==> src/rtl/enemy_palette_lut_if.sv <==
// Lookup, write and effect-trigger signals of the enemy sprite palette.
// The master side is the sprite fetch/control logic. The slave side is the palette itself.
interface enemy_palette_lut_if #(
    parameter int IDX_W   = 4,
    parameter int BANK_W  = 2,
    parameter int COLOR_W = 8
);
    logic                   rd_valid;
    logic [BANK_W-1:0]      rd_bank;
    logic [IDX_W-1:0]       rd_idx;
    logic                   wr_en;
    logic [BANK_W-1:0]      wr_bank;
    logic [IDX_W-1:0]       wr_idx;
    logic [3*COLOR_W-1:0]   wr_rgb;
    logic                   frame_start;
    logic                   hit;
    logic                   out_valid;
    logic [COLOR_W-1:0]     red;
    logic [COLOR_W-1:0]     green;
    logic [COLOR_W-1:0]     blue;
    logic                   transparent;

    modport master (
        output rd_valid, rd_bank, rd_idx,
        output wr_en, wr_bank, wr_idx, wr_rgb,
        output frame_start, hit,
        input  out_valid, red, green, blue, transparent
    );

    modport slave (
        input  rd_valid, rd_bank, rd_idx,
        input  wr_en, wr_bank, wr_idx, wr_rgb,
        input  frame_start, hit,
        output out_valid, red, green, blue, transparent
    );
endinterface

==> src/rtl/enemy_palette_lut.sv <==
// Multi-bank enemy sprite palette: a writable flop array with a 2-stage registered lookup.
// Defining HIT_FLASH_EN adds a frame-timed white hit-flash on non-transparent pixels.
module enemy_palette_lut #(
    parameter  int IDX_W     = 4,
    parameter  int NUM_BANKS = 4,
    parameter  int COLOR_W   = 8,
    parameter  int FLASH_FR  = 8,
    localparam int BANK_W    = (NUM_BANKS > 1) ? $clog2(NUM_BANKS) : 1
) (
    input  logic                Clk,
    input  logic                Reset,
    enemy_palette_lut_if.slave  bus
);
    localparam int ENTRIES = 2 ** IDX_W;
    localparam int RGB_W   = 3 * COLOR_W;

    function automatic logic [RGB_W-1:0] default_entry(input int idx);
        logic [23:0] c;
        case (idx)
            0:       c = 24'hFFC0CB;
            2:       c = 24'h444653;
            3:       c = 24'h3D3D47;
            4:       c = 24'h57525E;
            5:       c = 24'h918594;
            6:       c = 24'h1E1F27;
            7:       c = 24'h373946;
            8:       c = 24'h3B405D;
            default: c = 24'h000000;
        endcase
        return {COLOR_W'(c[23:16]), COLOR_W'(c[15:8]), COLOR_W'(c[7:0])};
    endfunction

    logic [RGB_W-1:0] palette_reg [NUM_BANKS][ENTRIES];
    logic             wr_sel [NUM_BANKS][ENTRIES];

    // Out-of-range banks never match any strobe, so writes to them are dropped.
    genvar gi, ge;
    generate
        for (gi = 0; gi < NUM_BANKS; gi++) begin : g_bank
            for (ge = 0; ge < ENTRIES; ge++) begin : g_entry
                assign wr_sel[gi][ge] = bus.wr_en
                                      && (bus.wr_bank == BANK_W'(gi))
                                      && (bus.wr_idx == IDX_W'(ge));
            end
        end
    endgenerate

    always_ff @(posedge Clk) begin
        for (int b = 0; b < NUM_BANKS; b++) begin
            for (int e = 0; e < ENTRIES; e++) begin
                if (Reset) begin
                    palette_reg[b][e] <= default_entry(e);
                end else if (wr_sel[b][e]) begin
                    palette_reg[b][e] <= bus.wr_rgb;
                end
            end
        end
    end

    // Array data is captured in the same edge that accepts the lookup, so a
    // coincident write to that entry is seen only by later lookups.
    logic             rd_bank_ok;
    logic [RGB_W-1:0] rd_word;

    assign rd_bank_ok = (int'(bus.rd_bank) < NUM_BANKS);

    always_comb begin
        rd_word = '0;
        if (rd_bank_ok) begin
            rd_word = palette_reg[bus.rd_bank][bus.rd_idx];
        end
    end

    logic             s1_valid_reg;
    logic [RGB_W-1:0] s1_rgb_reg;
    logic             s1_transparent_reg;

    always_ff @(posedge Clk) begin
        if (Reset) begin
            s1_valid_reg       <= 1'b0;
            s1_rgb_reg         <= '0;
            s1_transparent_reg <= 1'b0;
        end else begin
            s1_valid_reg       <= bus.rd_valid;
            s1_rgb_reg         <= rd_word;
            s1_transparent_reg <= rd_bank_ok && (bus.rd_idx == '0);
        end
    end

    logic flash_white;

`ifdef HIT_FLASH_EN
    localparam int FCNT_W = $clog2(FLASH_FR + 1);

    logic [FCNT_W-1:0] flash_cnt_reg;
    logic              flash_phase_reg;

    // A hit always restarts the flash, even if it coincides with a frame tick.
    always_ff @(posedge Clk) begin
        if (Reset) begin
            flash_cnt_reg   <= '0;
            flash_phase_reg <= 1'b0;
        end else if (bus.hit) begin
            flash_cnt_reg   <= FCNT_W'(FLASH_FR);
            flash_phase_reg <= 1'b1;
        end else if (bus.frame_start && (flash_cnt_reg != '0)) begin
            flash_cnt_reg   <= flash_cnt_reg - 1'b1;
            flash_phase_reg <= ~flash_phase_reg;
        end
    end

    assign flash_white = (flash_cnt_reg != '0) && flash_phase_reg;
`else
    logic unused_flash_inputs;

    assign unused_flash_inputs = &{1'b0, bus.frame_start, bus.hit};
    assign flash_white         = 1'b0;
`endif

    logic               out_valid_reg;
    logic [COLOR_W-1:0] red_reg;
    logic [COLOR_W-1:0] green_reg;
    logic [COLOR_W-1:0] blue_reg;
    logic               transparent_reg;
    logic [RGB_W-1:0]   out_rgb_next;

    assign out_rgb_next = (flash_white && !s1_transparent_reg) ? '1 : s1_rgb_reg;

    // Colours hold through idle cycles; transparent only qualifies a valid pixel.
    always_ff @(posedge Clk) begin
        if (Reset) begin
            out_valid_reg   <= 1'b0;
            red_reg         <= '0;
            green_reg       <= '0;
            blue_reg        <= '0;
            transparent_reg <= 1'b0;
        end else begin
            out_valid_reg <= s1_valid_reg;
            if (s1_valid_reg) begin
                red_reg         <= out_rgb_next[3*COLOR_W-1:2*COLOR_W];
                green_reg       <= out_rgb_next[2*COLOR_W-1:COLOR_W];
                blue_reg        <= out_rgb_next[COLOR_W-1:0];
                transparent_reg <= s1_transparent_reg;
            end else begin
                transparent_reg <= 1'b0;
            end
        end
    end

    assign bus.out_valid   = out_valid_reg;
    assign bus.red         = red_reg;
    assign bus.green       = green_reg;
    assign bus.blue        = blue_reg;
    assign bus.transparent = transparent_reg;
endmodule

==> src/flat_wrapper.sv <==
// flat-port wrapper written by rule: the top's interface ports become plain ports
module enemy_palette_lut_flat 
#(
    parameter  int IDX_W     = 4,
    parameter  int NUM_BANKS = 4,
    parameter  int COLOR_W   = 8,
    parameter  int FLASH_FR  = 8,
    localparam int BANK_W    = (NUM_BANKS > 1) ? $clog2(NUM_BANKS) : 1
)
  (Clk, Reset, bus_rd_valid, bus_rd_bank, bus_rd_idx, bus_wr_en, bus_wr_bank, bus_wr_idx, bus_wr_rgb, bus_frame_start, bus_hit, bus_out_valid, bus_red, bus_green, bus_blue, bus_transparent);
  enemy_palette_lut_if #(.IDX_W(IDX_W), .BANK_W((2)), .COLOR_W(COLOR_W)) bus_i ();
  input  logic Clk;
  input  logic Reset;
  input wire logic [$bits(bus_i.rd_valid)-1:0] bus_rd_valid;
  input wire logic [$bits(bus_i.rd_bank)-1:0] bus_rd_bank;
  input wire logic [$bits(bus_i.rd_idx)-1:0] bus_rd_idx;
  input wire logic [$bits(bus_i.wr_en)-1:0] bus_wr_en;
  input wire logic [$bits(bus_i.wr_bank)-1:0] bus_wr_bank;
  input wire logic [$bits(bus_i.wr_idx)-1:0] bus_wr_idx;
  input wire logic [$bits(bus_i.wr_rgb)-1:0] bus_wr_rgb;
  input wire logic [$bits(bus_i.frame_start)-1:0] bus_frame_start;
  input wire logic [$bits(bus_i.hit)-1:0] bus_hit;
  output wire logic [$bits(bus_i.out_valid)-1:0] bus_out_valid;
  output wire logic [$bits(bus_i.red)-1:0] bus_red;
  output wire logic [$bits(bus_i.green)-1:0] bus_green;
  output wire logic [$bits(bus_i.blue)-1:0] bus_blue;
  output wire logic [$bits(bus_i.transparent)-1:0] bus_transparent;
  assign bus_i.rd_valid = bus_rd_valid;
  assign bus_i.rd_bank = bus_rd_bank;
  assign bus_i.rd_idx = bus_rd_idx;
  assign bus_i.wr_en = bus_wr_en;
  assign bus_i.wr_bank = bus_wr_bank;
  assign bus_i.wr_idx = bus_wr_idx;
  assign bus_i.wr_rgb = bus_wr_rgb;
  assign bus_i.frame_start = bus_frame_start;
  assign bus_i.hit = bus_hit;
  assign bus_out_valid = bus_i.out_valid;
  assign bus_red = bus_i.red;
  assign bus_green = bus_i.green;
  assign bus_blue = bus_i.blue;
  assign bus_transparent = bus_i.transparent;
  enemy_palette_lut #(.IDX_W(IDX_W), .NUM_BANKS(NUM_BANKS), .COLOR_W(COLOR_W), .FLASH_FR(FLASH_FR)) u_core (.Clk(Clk), .Reset(Reset), .bus(bus_i));
endmodule
==> config.mk <==
export PLATFORM = sky130hd
export DESIGN_NAME = enemy_palette_lut_flat
export DESIGN_NICKNAME = d
export VERILOG_FILES = /design/src/rtl/enemy_palette_lut_if.sv /design/src/rtl/enemy_palette_lut.sv /design/src/flat_wrapper.sv
export SDC_FILE = /design/constraint.sdc
export NUM_CORES = 2
export LEC_CHECK = 0
export ABC_AREA = 1
export BUFFER_PORTS_ARGS = -buffer_cell sky130_fd_sc_hd__buf_2
export CELL_PAD_IN_SITES_DETAIL_PLACEMENT = 2
export CELL_PAD_IN_SITES_GLOBAL_PLACEMENT = 2
export CORE_ASPECT_RATIO = 1.25
export CORE_UTILIZATION = 41
export DETAILED_ROUTE_END_ITERATION = 10
export PLACE_DENSITY = 0.81
export SKIP_CTS_REPAIR_TIMING = 1
export SYNTH_ARGS = -nofsm -noshare
export SYNTH_HDL_FRONTEND = slang
export SYNTH_SLANG_ARGS = --single-unit
==> constraint.sdc <==
create_clock -name Clk -period 3.83 [get_ports Clk]
set_clock_uncertainty 0.1 [all_clocks]
set_input_delay 0.383 -clock Clk [delete_from_list [all_inputs] [get_ports Clk]]
set_output_delay 0.383 -clock Clk [all_outputs]
set_load 0.02 [all_outputs]
==> results.toml <==
[yosys]
synth_area_mm2 = 0.0738
synth_fp_nets = 8259
synth.yosys.seq_area_share_pct = 63.9
synth.distinct_cells = 22
ys.warnings.count = 0
netlist_instances = 8217
synth_edf_count = 1536
ys_ff_latch = 1588
synth_flop_cell = "edfxtp_1"
avgSynthCellArea_um2 = 8.98
synthArstFlopShare_pct = 0

[drt]
vias = 59700
drtPass1Iterations = 5
first_iter_violations = 4777
vias_per_cell = 5.61
wire_per_inst_um = 27.7
drc_errors = 0
postRouteAntennaNets = 0
met2WireLength_um = 146000
wirelength_um = 295000
met1_length_um = 115000
met3_length_um = 15500
top_layer = "met4"

[critical_path]
critical_path_peak_fanout = 41
path_class = "input pin to register"
cp_common_cell = "nand2_1"
worst-path-buf-inv = 5
cp.required_ns = 4.50
crit_chain = "buf_8, inv_8, buf_12, buf_4, buf_4, nand2_1, nand2_1, nand2_1, nand3_1, nand3_1, nand2_1, nand2_1, nand2_1, nor2_1, nor2_1"
arrival_ns = 3.15
critPathLaunchType = "input pin"
crit_family = "buffers and inverters"
critPathSlowestCell = "inv_8"
cp-end-kind = "register"
cpPeakStageDelay_ns = 0.41

[die]
die_h_um = 476
rows = 173
die_area_mm2 = 0.182
start_util_pct = 41.4
ios = 68
die_x_um = 381
coreArea_mm2 = 0.178

[cells_and_area]
nets = 8173
largest_reg_flops = 1536
drive_above_1_share_pct = 8.08
multi_input_area_mm2 = 0.0217
syn2layout_area_growth_pct = 11.9
fin_util_pct = 46.3
n_fill_cell = 19200
register_area_mm2 = 0.0472
finalNonFillerCells = 10600

[run_status]
outcome = "finished clean"

[placed_design]
portBuffers = 65
hpwlAfterDp_um = 184000
dp_cells = 10300
gp_congestion = 0.844

[global_route]
antenna_found_initial = 11
grt-ovfl-total = 0
grt_max_degree = 98
grt_pass1_vias = 65800
grt_pass1_wl_um = 431000
track_usage_pct = 32.2

[timing]
slew_viol_final = 0
grt_setup_unrepaired = "false"
worstMarginPinSlew_ns = 1.21
max_freq_ghz = 0.404
setup_violations = 0
finalCriticalPeriod_ns = 2.48
hold_viol_final = 0
period_share_pct = 64.7
slew_headroom_pct = 19.4
setup_tns_ns = 0
hold_ws_ns = 0.0359

[cts]
clock_path_buffers = 3
cts_tree = "yes"
cts_buffers = 168
root_buffer = "clkbuf_16"
path_clk_slew_ns = 0.07
h-tree-depth = 4
cts_num_sinks = 1588
clk_latency_ns = 0.85

[hold_path]
worstHoldPathType = "input pin to register"

[pwr]
ir_worst_vdd_mv = 0.414
p_per_area_mw_per_mm2 = 496
power_leakage_nw = 34.4

[flow_run]
drv_cap = 0
-- routing by layer --
| metal | GRT usage (%) | up-vias |
|---|---|---|
| met1 | 39.3 | 31100 |
| met3 | 3.86 | 638 |
| met4 | 18.4 | 0 |
| met2 | 55.1 | 1892 |
| met5 | 0 | - |
| li1 | - | 26000 |
-- placed cells by master, fill, tap and decap left out, drive strengths merged --
cell,netlist,layout
nand2,2823,2823
nor2,1728,1728
edfxtp,1536,1536
nand3,660,660
inv,568,556
buf,280,348
clkbuf,327,217
o21ai,193,193
clkinv,5,96
dfxtp,52,52
a21oi,27,27
bufinv,0,14
nor3,8,8
diode,0,6
or2,5,5
and3,4,4
dlygate4sd3,0,3
nor4,1,1
clkinvlp,0,1
-- cells by family after synthesis --
logic type | count (synthesis) | synth area share, %
simple gates | 5229 | 27.9
flops | 1588 | 63.9
buf+inv | 1180 | 6.69
compound gates | 220 | 1.49
-- report_power, final --
part / leakage [nW] / internal (mW) / total [mW] / switching (mW)
Sequential: 15.3 / 19.9 / 20.3 / 0.334
Clock: 2.69 / 9.50 / 16.7 / 7.21
Combinational: 16.4 / 0.880 / 3.95 / 3.07
-- per-stage QoR --
step	area, um2	power (mW)	setup slack (ns)
finish	82600	40.9	1.35
detailed placement	77100	24.5	0.684
global placement	77100	24.2	0.752
CTS	82500	41.1	1.55
global route	82600	42.0	1.34
floorplan	73800	22.6	0.776
-- area by class of cell --
class / instances / area share, %
Clock buffer: 217 / 5.63
Tap cell: 2362 / 3.58
Sequential cell: 1588 / 57.1
Inverter: 573 / 2.67
Clock inverter: 94 / 0.995
Antenna cell: 6 / 0.0182
Timing Repair Buffer: 351 / 3.67
Multi-Input combinational cell: 5449 / 26.3
-- path summary, 6_finish.rpt --
kind | from | end | slack [ns] | depth (start not counted)
worst max-delay path | bus_rd_bank[0] | u_core.out_rgb_next[12] | 1.35 | 15
worst min-delay path | Reset | u_core.out_rgb_next[2] | 0.04 | 3
worst max register to register | u_core.palette_reg[0][99] | u_core.out_rgb_next[3] | 1.66 | 11
worst min register to register | u_core.out_rgb_next[2] | u_core.bus.blue[2] | 0.37 | 2
-- synthesized netlist by cell type, types with 5 or more instances --
library cell	count	share of area, %
nor2_1	1709	8.7
buf_6	26	0.40
o21ai_0	193	1.3
buf_2	172	1.2
inv_1	524	2.7
nand2_1	2823	14
clkinv_1	5	0.025
edfxtp_1	1536	62
nand3_1	660	4.5
a21oi_1	27	0.18
clkbuf_1	327	1.7
inv_2	44	0.22
nor2_2	19	0.16
dfxtp_1	52	1.4
or2_2	5	0.042
buf_1	57	0.29
buf_4	24	0.24
-- tightest hold or removal path: stages --
cell	delay (ns)
buf_4	0.15
buf_12	0.22
nor2_1	0.14
Note: power is estimated with default switching activity, not from simulation.
